**config.mk**
```make
export PLATFORM = sky130hd
export DESIGN_NAME = alu_arbiter
export DESIGN_NICKNAME = d
export VERILOG_FILES = /design/src/rtl/alu_arbiter_pkg.sv /design/src/rtl/alu_arbiter_rr_grant2.sv /design/src/rtl/alu_arbiter.sv
export SDC_FILE = /design/constraint.sdc
export NUM_CORES = 1
export LEC_CHECK = 0
export BUFFER_PORTS_ARGS = -buffer_cell sky130_fd_sc_hd__buf_2
export CORE_MARGIN = 10
export CORE_UTILIZATION = 41
export DETAILED_ROUTE_END_ITERATION = 12
export PLACE_DENSITY = 0.76
export SYNTH_ARGS = -nofsm -noshare
export SYNTH_HDL_FRONTEND = slang
export SYNTH_SLANG_ARGS = --single-unit
```
**constraint.sdc**
```tcl
create_clock -name CLK -period 1.8 [get_ports CLK]
set_clock_uncertainty 0.1 [all_clocks]
set_input_delay 0.09 -clock CLK [delete_from_list [all_inputs] [get_ports CLK]]
set_output_delay 0.09 -clock CLK [all_outputs]
set_load 0.03 [all_outputs]
```
**src/rtl/alu_arbiter_pkg.sv**
```systemverilog
// Shared definitions for the ALU arbiter: opcodes, shift selects, FSM states
// and the registered operation bundle driven onto the ALU.
package alu_arbiter_pkg;

  localparam logic [2:0] OP_FWD   = 3'b000;
  localparam logic [2:0] OP_ADD   = 3'b001;
  localparam logic [2:0] OP_AND   = 3'b010;
  localparam logic [2:0] OP_OR    = 3'b011;
  localparam logic [2:0] OP_MUL   = 3'b100;
  localparam logic [2:0] OP_SHIFT = 3'b101;

  localparam logic [1:0] SH_SRL = 2'b00;
  localparam logic [1:0] SH_SLL = 2'b01;
  localparam logic [1:0] SH_SRA = 2'b10;
  localparam logic [1:0] SH_ROR = 2'b11;

  typedef enum logic {
    ST_IDLE = 1'b0,
    ST_WAIT = 1'b1
  } state_e;

  typedef struct packed {
    logic [7:0] data1;
    logic [7:0] data2;
    logic [2:0] op;
    logic [1:0] shift_sel;
    logic [7:0] shift_val;
  } alu_req_t;

endpackage

```
**src/rtl/alu_arbiter_rr_grant2.sv**
```systemverilog
// Combinational two-way round-robin grant; rr_ptr picks the winner only
// when both requesters are valid.
module rr_grant2 (
  input  logic valid0,
  input  logic valid1,
  input  logic rr_ptr,
  input  logic enable,
  output logic grant_valid,
  output logic grant_idx
);

  always_comb begin
    grant_valid = enable && (valid0 || valid1);
    grant_idx   = (valid0 && valid1) ? rr_ptr : valid1;
  end

endmodule

```
**src/rtl/alu_arbiter.sv**
```systemverilog
// Shares one external ALU between two requesters: round-robin accept,
// registered ALU operands, fixed settle wait, one-cycle response pulse.
module alu_arbiter
  import alu_arbiter_pkg::*;
#(
  parameter int unsigned LATENCY = 2,
  parameter int unsigned CNT_W   = 4
) (
  input  logic       CLK,
  input  logic       RESET,
  input  logic       REQ0_VALID,
  output logic       REQ0_READY,
  input  logic [7:0] REQ0_DATA1,
  input  logic [7:0] REQ0_DATA2,
  input  logic [2:0] REQ0_OP,
  input  logic [1:0] REQ0_SHIFT_SEL,
  input  logic [7:0] REQ0_SHIFT_VAL,
  output logic       RESP0_VALID,
  output logic [7:0] RESP0_RESULT,
  output logic       RESP0_ZERO,
  input  logic       REQ1_VALID,
  output logic       REQ1_READY,
  input  logic [7:0] REQ1_DATA1,
  input  logic [7:0] REQ1_DATA2,
  input  logic [2:0] REQ1_OP,
  input  logic [1:0] REQ1_SHIFT_SEL,
  input  logic [7:0] REQ1_SHIFT_VAL,
  output logic       RESP1_VALID,
  output logic [7:0] RESP1_RESULT,
  output logic       RESP1_ZERO,
  output logic [7:0] ALU_DATA1,
  output logic [7:0] ALU_DATA2,
  output logic [2:0] ALU_SELECT,
  output logic [1:0] ALU_SHIFT_SELECT,
  output logic [7:0] ALU_SHIFT_VALUE,
  input  logic [7:0] ALU_RESULT,
  input  logic       ALU_ZERO,
  output logic       BUSY
);

  state_e            state_q, state_d;
  logic [CNT_W-1:0]  cnt_q, cnt_d;
  logic              rr_ptr_q, rr_ptr_d;
  logic              owner_q, owner_d;
  alu_req_t          alu_q, alu_d;
  logic [1:0]        resp_valid_q, resp_valid_d;
  logic [1:0][7:0]   resp_result_q, resp_result_d;
  logic [1:0]        resp_zero_q, resp_zero_d;

  logic              grant_valid;
  logic              grant_idx;
  alu_req_t          req0, req1;

  assign req0 = '{data1: REQ0_DATA1, data2: REQ0_DATA2, op: REQ0_OP,
                  shift_sel: REQ0_SHIFT_SEL, shift_val: REQ0_SHIFT_VAL};
  assign req1 = '{data1: REQ1_DATA1, data2: REQ1_DATA2, op: REQ1_OP,
                  shift_sel: REQ1_SHIFT_SEL, shift_val: REQ1_SHIFT_VAL};

  rr_grant2 u_grant (
    .valid0      (REQ0_VALID),
    .valid1      (REQ1_VALID),
    .rr_ptr      (rr_ptr_q),
    .enable      (state_q == ST_IDLE),
    .grant_valid (grant_valid),
    .grant_idx   (grant_idx)
  );

  always_ff @(posedge CLK or posedge RESET) begin
    if (RESET) begin
      state_q       <= ST_IDLE;
      cnt_q         <= '0;
      rr_ptr_q      <= 1'b0;
      owner_q       <= 1'b0;
      alu_q         <= '0;
      resp_valid_q  <= '0;
      resp_result_q <= '0;
      resp_zero_q   <= '0;
    end else begin
      state_q       <= state_d;
      cnt_q         <= cnt_d;
      rr_ptr_q      <= rr_ptr_d;
      owner_q       <= owner_d;
      alu_q         <= alu_d;
      resp_valid_q  <= resp_valid_d;
      resp_result_q <= resp_result_d;
      resp_zero_q   <= resp_zero_d;
    end
  end

  // The DONE step is folded into the counter==0 edge of WAIT, returning
  // straight to IDLE while the response registers load.
  always_comb begin
    state_d       = state_q;
    cnt_d         = cnt_q;
    rr_ptr_d      = rr_ptr_q;
    owner_d       = owner_q;
    alu_d         = alu_q;
    resp_valid_d  = '0;
    resp_result_d = resp_result_q;
    resp_zero_d   = resp_zero_q;
    case (state_q)
      ST_IDLE: begin
        if (grant_valid) begin
          state_d  = ST_WAIT;
          cnt_d    = CNT_W'(LATENCY - 1);
          owner_d  = grant_idx;
          rr_ptr_d = ~grant_idx;
          alu_d    = grant_idx ? req1 : req0;
        end
      end
      ST_WAIT: begin
        if (cnt_q == '0) begin
          state_d                = ST_IDLE;
          resp_valid_d[owner_q]  = 1'b1;
          resp_result_d[owner_q] = ALU_RESULT;
          // The ALU only refreshes ZERO on ADD, so any other op reports 0.
          resp_zero_d[owner_q]   = (alu_q.op == OP_ADD) && ALU_ZERO;
        end else begin
          cnt_d = cnt_q - CNT_W'(1);
        end
      end
      default: state_d = ST_IDLE;
    endcase
  end

  always_comb begin
    BUSY       = (state_q != ST_IDLE);
    REQ0_READY = grant_valid && !grant_idx;
    REQ1_READY = grant_valid && grant_idx;
  end

  assign ALU_DATA1        = alu_q.data1;
  assign ALU_DATA2        = alu_q.data2;
  assign ALU_SELECT       = alu_q.op;
  assign ALU_SHIFT_SELECT = alu_q.shift_sel;
  assign ALU_SHIFT_VALUE  = alu_q.shift_val;

  assign RESP0_VALID  = resp_valid_q[0];
  assign RESP0_RESULT = resp_result_q[0];
  assign RESP0_ZERO   = resp_zero_q[0];
  assign RESP1_VALID  = resp_valid_q[1];
  assign RESP1_RESULT = resp_result_q[1];
  assign RESP1_ZERO   = resp_zero_q[1];

endmodule

```
==> metrics, run 1 <==
status=finished clean; slowest cell delay on critical path=0.48 ns; Worst setup SP type=flip-flop; Placer Congestion=0.718; via count=2259; Clock Path Buffers=2; wire per inst=between 15 and 20 um; dpl hpwl=roughly 5100 um; Hold Crit Class=input port to flip-flop; Final #Nets=448; FFs w/ async S/R, synth=100%; Post-synth EDFFs=0; port bufs=roughly 120; reg2reg setup slack=roughly 0.060 ns; Worst EP arrival=~1.6 ns; R2R Path Start=cnt_q[0]; DR iter-0 viols=a little under 80; clock slew at reported path FFs=0.10 ns; Lkg Pwr=roughly 2 nW; Pre-antenna DRT Iters=4; Setup Viol. Count Final=0; Primary FF master, synth=dfrtp_1; Yosys cell types=27; Syn Nets=between 200 and 250; Post-Synthesis Cells=176; largest net degree at the start of global routing=35; GRT overflow=0; placed cell area=roughly 3100 um^2; Slew Limit Fails=0; cell family with most CP delay=flip-flops; sequential share of the synthesized area=a little under 60%; Finished Core Util=71.2%; vias in the first global route=2462; initial antenna violation count=1; Slew headroom=a little under three fifths; first-pass GRT wire length=approximately 13000 um; most frequent cells in the layout=buf_2, dlygate4sd3_1, dfrtp_1; CP startpoint=rr_ptr_q; fillers=roughly 360; Area growth syn-to-layout=65.3%; stages on the worst setup path=3; Hold Vio Cnt, Final=0; Crit. End Element=output pin; share of layout cells above drive strength 1=between 40% and 50%; P per Cell Area=around 1700 nW/um^2; worst setup path class=flip-flop to output pin; Worst-Margin Slew=0.671 ns; H-tree depth=2; CP endpoint=REQ0_READY; Starting Density=a little over two fifths; final worst-path cycle share=97.0%; slowest cell on the critical path=dfrtp_2; I/O pin cnt=about 120; Worst Path Max Fanout=29; Post-DRT Antenna Nets=0; Period minus WS final=between 1.5 and 2 ns; Design Area, Final=approximately 4000 um^2; drt drc=0; worst hold slack=~0.083 ns; Reg2Reg Capture Point=RESP0_RESULT[6]; total clock sinks=56; post-route setup slack=0.0539 ns; CTS Buf Count=5; clk root buf=clkbuf_8; total wire length=between 8000 and 9000 um; synth warn=0; Die X=around 97 um; max_cap viols=0; Chip Height=97.0 um; commonest non-fill, non-tap cell in the layout=buf_2; FF+latch count, synth=56; crit-path cells=a211oi_4 -> buf_12 -> buf_2; core area=~5600 um^2; Fmax achieved=between 500 and 600 MHz; crit path buf inv count=2; Reg2Reg Depth=6; CTS tree=built; Worst-Skew Late Latency=about 0.31 ns; Avg Cell Area, Syn=around 14 um^2; Placement Rows=27; Mapped Area=~2400 um^2; peak supply drop=1.05 mV; drt via density=roughly 5; required time worst endpoint=between 1.5 and 2 ns; Place WS=~0.045 ns; die area=9410 um^2; Overall Global Routing Usage=between 10% and 20%
## cell usage after synthesis, drive strengths merged, types with 2 or more instances
| master | number | share of area (%) |
|---|---|---|
| nand2 | 6 | 1.0 |
| a21o | 2 | 0.62 |
| buf | 9 | 3.1 |
| a221o | 29 | 12 |
| and2 | 29 | 7.5 |
| clkbuf | 2 | 0.31 |
| mux2 | 19 | 9.9 |
| inv | 6 | 0.93 |
| mux2i | 2 | 0.82 |
| dfrtp | 56 | 58 |
| nor2 | 4 | 0.62 |
## report_power, final
part | total, mW | switching (mW) | internal [mW]
Clock | 0.843 | 0.424 | 0.420
Sequential | 2.26 | 0.398 | 1.87
Combinational | 3.72 | 2.15 | 1.57
## layer usage
| layer | wire length (um) | GRT usage (%) | vias to the layer above |
|---|---|---|---|
| met3 | 699 | 6.03 | 16 |
| met4 | 167 | 5.52 | 0 |
| li1 | - | - | 1049 |
| met1 | 3190 | 19.7 | 1097 |
| met2 | 4400 | 28.8 | 97 |
| met5 | 0 | 0 | - |
## cell type report
type / count / area [um^2] / area share (%)
clock buffers: 5 / 68.8 / 1.71
well taps: 72 / 90.1 / 2.24
diodes: 1 / 2.50 / 0.0623
clock inverters: 3 / 47.5 / 1.18
repair buffers: 203 / 1430 / 35.6
flip-flops and latches: 56 / 1400 / 35.0
inverters: 6 / 22.5 / 0.561
multi-input cells: 104 / 952 / 23.7
## through the flow
step	instances	power [mW]	TNS, ns
finish	450	6.83	0
global route	450	7.24	-0.00637
global placement	365	5.60	0
CTS	441	6.69	0
floorplan	176	4.67	0
detailed placement	365	5.71	0
## what timing repair did
item                                    CTS  global route
setup buffers                             0             7
gates resized for setup                   0             6
endpoints found under the setup margin    1            12
cloned                                    1             1
hold buffers                             67             0
endpoints found under the hold margin    68             0
pin swaps                                 0             1
## worst min path at each step
stage | start | end | slack [ns] | cells past startpoint
after floorplan | REQ0_DATA1[7] | ALU_DATA1[7] | 0.13 | 1
after global placement | RESET | ALU_SHIFT_VALUE[7] | 0.05 | 2
after detailed placement | RESET | ALU_SHIFT_VALUE[4] | 0.05 | 2
after CTS | REQ0_VALID | cnt_q[2] | 0.08 | 4
after global routing | REQ0_VALID | cnt_q[2] | 0.09 | 4
final | REQ0_VALID | cnt_q[3] | 0.08 | 4
## registers in the layout (all words and copies together), names as in the netlist, 3 cells and up
signal and flops:
ALU_DATA1 8, ALU_DATA2 8, ALU_SHIFT_VALUE 8, RESP0_RESULT 8
RESP1_RESULT 8, cnt_q 4, ALU_SELECT 3
## cell families after synthesis
kind of cell    share of synthesized area (%)
compound gates                           15.0
mux                                      10.7
simple gates                             11.7
fa+ha+maj                               0.515
flops                                    57.7
buf+inv                                  4.38
## worst register-to-register path, cell delays in order (launching register included)
cell and delay [ns]:
dfrtp_1 0.41, inv_2 0.09, ha_4 0.13, and4bb_4 0.25
nor2b_4 0.20, buf_12 0.14, mux2_2 0.33
Note: power is estimated with default switching activity, not from simulation.
==> inputs of run 2 (changes only) <==
--- a/config.mk
+++ b/config.mk
@@ -8,8 +8,9 @@
 export BUFFER_PORTS_ARGS = -buffer_cell sky130_fd_sc_hd__buf_2
 export CORE_MARGIN = 10
 export CORE_UTILIZATION = 41
+export CTS_BUF_LIST = sky130_fd_sc_hd__clkbuf_16
 export DETAILED_ROUTE_END_ITERATION = 12
-export PLACE_DENSITY = 0.76
+export PLACE_DENSITY = 0.79
 export SYNTH_ARGS = -nofsm -noshare
 export SYNTH_HDL_FRONTEND = slang
 export SYNTH_SLANG_ARGS = --single-unit
==> run 2 against run 1 <==
Core utilization decreased by 0.35 points. Critical path type is now flip-flop to flip-flop. Highest routed layer unchanged. Sequential cell count unchanged. Clock power is 11% higher. Critical path depth rose by 3. Register-to-register slack gained 0.02 ns. Combinational power down 2%. Clock-buffer cell count unchanged. Sequential share of layout area rose by 0.14 points.
==> metrics, run 2 (synthesis gave the netlist of run 1 again) <==
vias in the first global route=2634; Worst setup SP type=flip-flop; R2R Path Start=cnt_q[0]; largest net degree at the start of global routing=36; post-route setup slack=between 0.08 and 0.09 ns; wire per inst=about 19 um; dpl hpwl=between 5000 and 6000 um; RSZ-0062 raised after global routing=false; min-delay src=REQ0_VALID; Worst-Skew Late Latency=between 0.2 and 0.3 ns; DP Cell Count=~370; Chip Height=97.0 um; cell family with most CP delay=flip-flops; clock slew at reported path FFs=approximately 0.07 ns; max_cap viols=0; first-pass GRT wire length=approximately 14000 um; drt via density=slightly above 5; Period minus WS final=between 1.5 and 2 ns; Place WS=about 0.08 ns; Post-DRT Antenna Nets=0; Starting Density=43.1%; Placement Rows=27; clk root buf=clkbuf_16; slowest cell on the critical path=dfrtp_1; commonest non-fill, non-tap cell in the layout=buf_2; highest layer used for signal routing=met4; peak supply drop=a little over 1 mV; Slew headroom=54.5%; DRT met1 WL=3250 um; total wire length=roughly 8600 um; Clock Path Buffers=2; GRT overflow=0; CTS Buf Count=5; fillers=a little over 400; required time worst endpoint=~1.9 ns; I/O pin cnt=around 120; CP startpoint=cnt_q[0]; final worst-path cycle share=a little over nine tenths; slowest cell delay on critical path=about 0.4 ns; status=finished clean; Lkg Pwr=roughly 2.0 nW; crit path buf inv count=2; Met2 Routed Length=4540 um; CTS tree=built; Setup Viol. Count Final=0; placed cell area=3120 um^2; share of layout cells above drive strength 1=a little under half; core area=around 5600 um^2; Fmax achieved=583 MHz; Hold Crit Class=input port to flip-flop; most frequent cells in the layout=buf_2, dlygate4sd3_1, dfrtp_1; Worst Path Max Fanout=4; Die X=approximately 97 um; initial antenna violation count=1; Pre-antenna DRT Iters=4; DR iter-0 viols=69; Crit. End Element=flip-flop; Non-Filler Instances=446; Overall Global Routing Usage=between 15 and 20%; port bufs=122; Design Area, Final=4000 um^2; Hold Vio Cnt, Final=0; crit-path cells=inv_2 -> ha_2 -> and4bb_4 -> nor2b_4 -> buf_4 -> mux2_2; die area=about 9400 um^2; total clock sinks=56; Final #Nets=about 440; drt drc=0; Worst-Margin Slew=a little under 0.7 ns; Area growth syn-to-layout=64.5%; Placer Congestion=roughly 0.75; P per Cell Area=roughly 1700 nW/um^2; WL met3=686 um; H-tree depth=2; Slew Limit Fails=0; Worst EP arrival=between 1.5 and 2 ns; setup TNS=0 ns; via count=~2300; worst setup path class=flip-flop to flip-flop
[run 2: final timing paths]
| check | slack, ns | end | cells past startpoint |
|---|---|---|---|
| setup / recovery | 0.08 | RESP0_RESULT[6] | 6 |
| hold / removal | 0.13 | cnt_q[3] | 4 |
| hold reg to reg | 0.41 | RESP1_RESULT[4] | 1 |
| max in group asynchronous | 0.76 | BUSY | 4 |
| setup reg to reg | 0.08 | RESP0_RESULT[6] | 6 |
| min in group asynchronous | 0.29 | ALU_SHIFT_VALUE[1] | 3 |
[run 2: cell type report]
type	count	area, um^2	share of cell area [%]
diodes	1	2.50	0.0626
clock buffers	5	125	3.13
flip-flops and latches	56	1400	35.1
clock inverters	3	13.8	0.344
repair buffers	199	1400	35.0
inverters	6	22.5	0.564
multi-input cells	104	942	23.6
well taps	72	90.1	2.25
[run 2: per-layer routing]
metal	vias to the layer above	track usage [%]
met5	-	0
met2	103	33.0
li1	1043	-
met4	0	5.30
met3	10	6.17
met1	1134	18.8
[run 2: repair_timing]
action | CTS | global route
endpoints found under the hold margin | 66 | 0
endpoints found under the setup margin | 1 | 9
hold buffers | 67 | 0
pin swaps | 0 | 1
buffers inserted | 0 | 4
resized for setup | 0 | 4
gates cloned | 1 | 0
[run 2: through the flow]
step / hold slack [ns] / utilization [%] / power (mW)
finish: 0.129 / 70.8 / 6.84
global route: 0.198 / 70.8 / 7.22
CTS: 0.126 / 69.9 / 6.78
detailed placement: 0.0455 / 55.4 / 5.69
global placement: 0.0323 / 55.4 / 5.58
floorplan: 0.135 / - / 4.67
[run 2: worst reg2reg max path, stage by stage (launching register included)]
cell	delay, ns
dfrtp_1	0.40
inv_2	0.07
ha_2	0.17
and4bb_4	0.24
nor2b_4	0.15
buf_4	0.14
mux2_2	0.33
[run 2: power by group]
group	internal (mW)	total, mW	leakage [nW]	switching [mW]
sequential	1.87	2.25	0.688	0.378
combinational	1.51	3.65	1.24	2.14
clock	0.507	0.939	0.0710	0.432
total	3.89	6.84	2.00	2.95
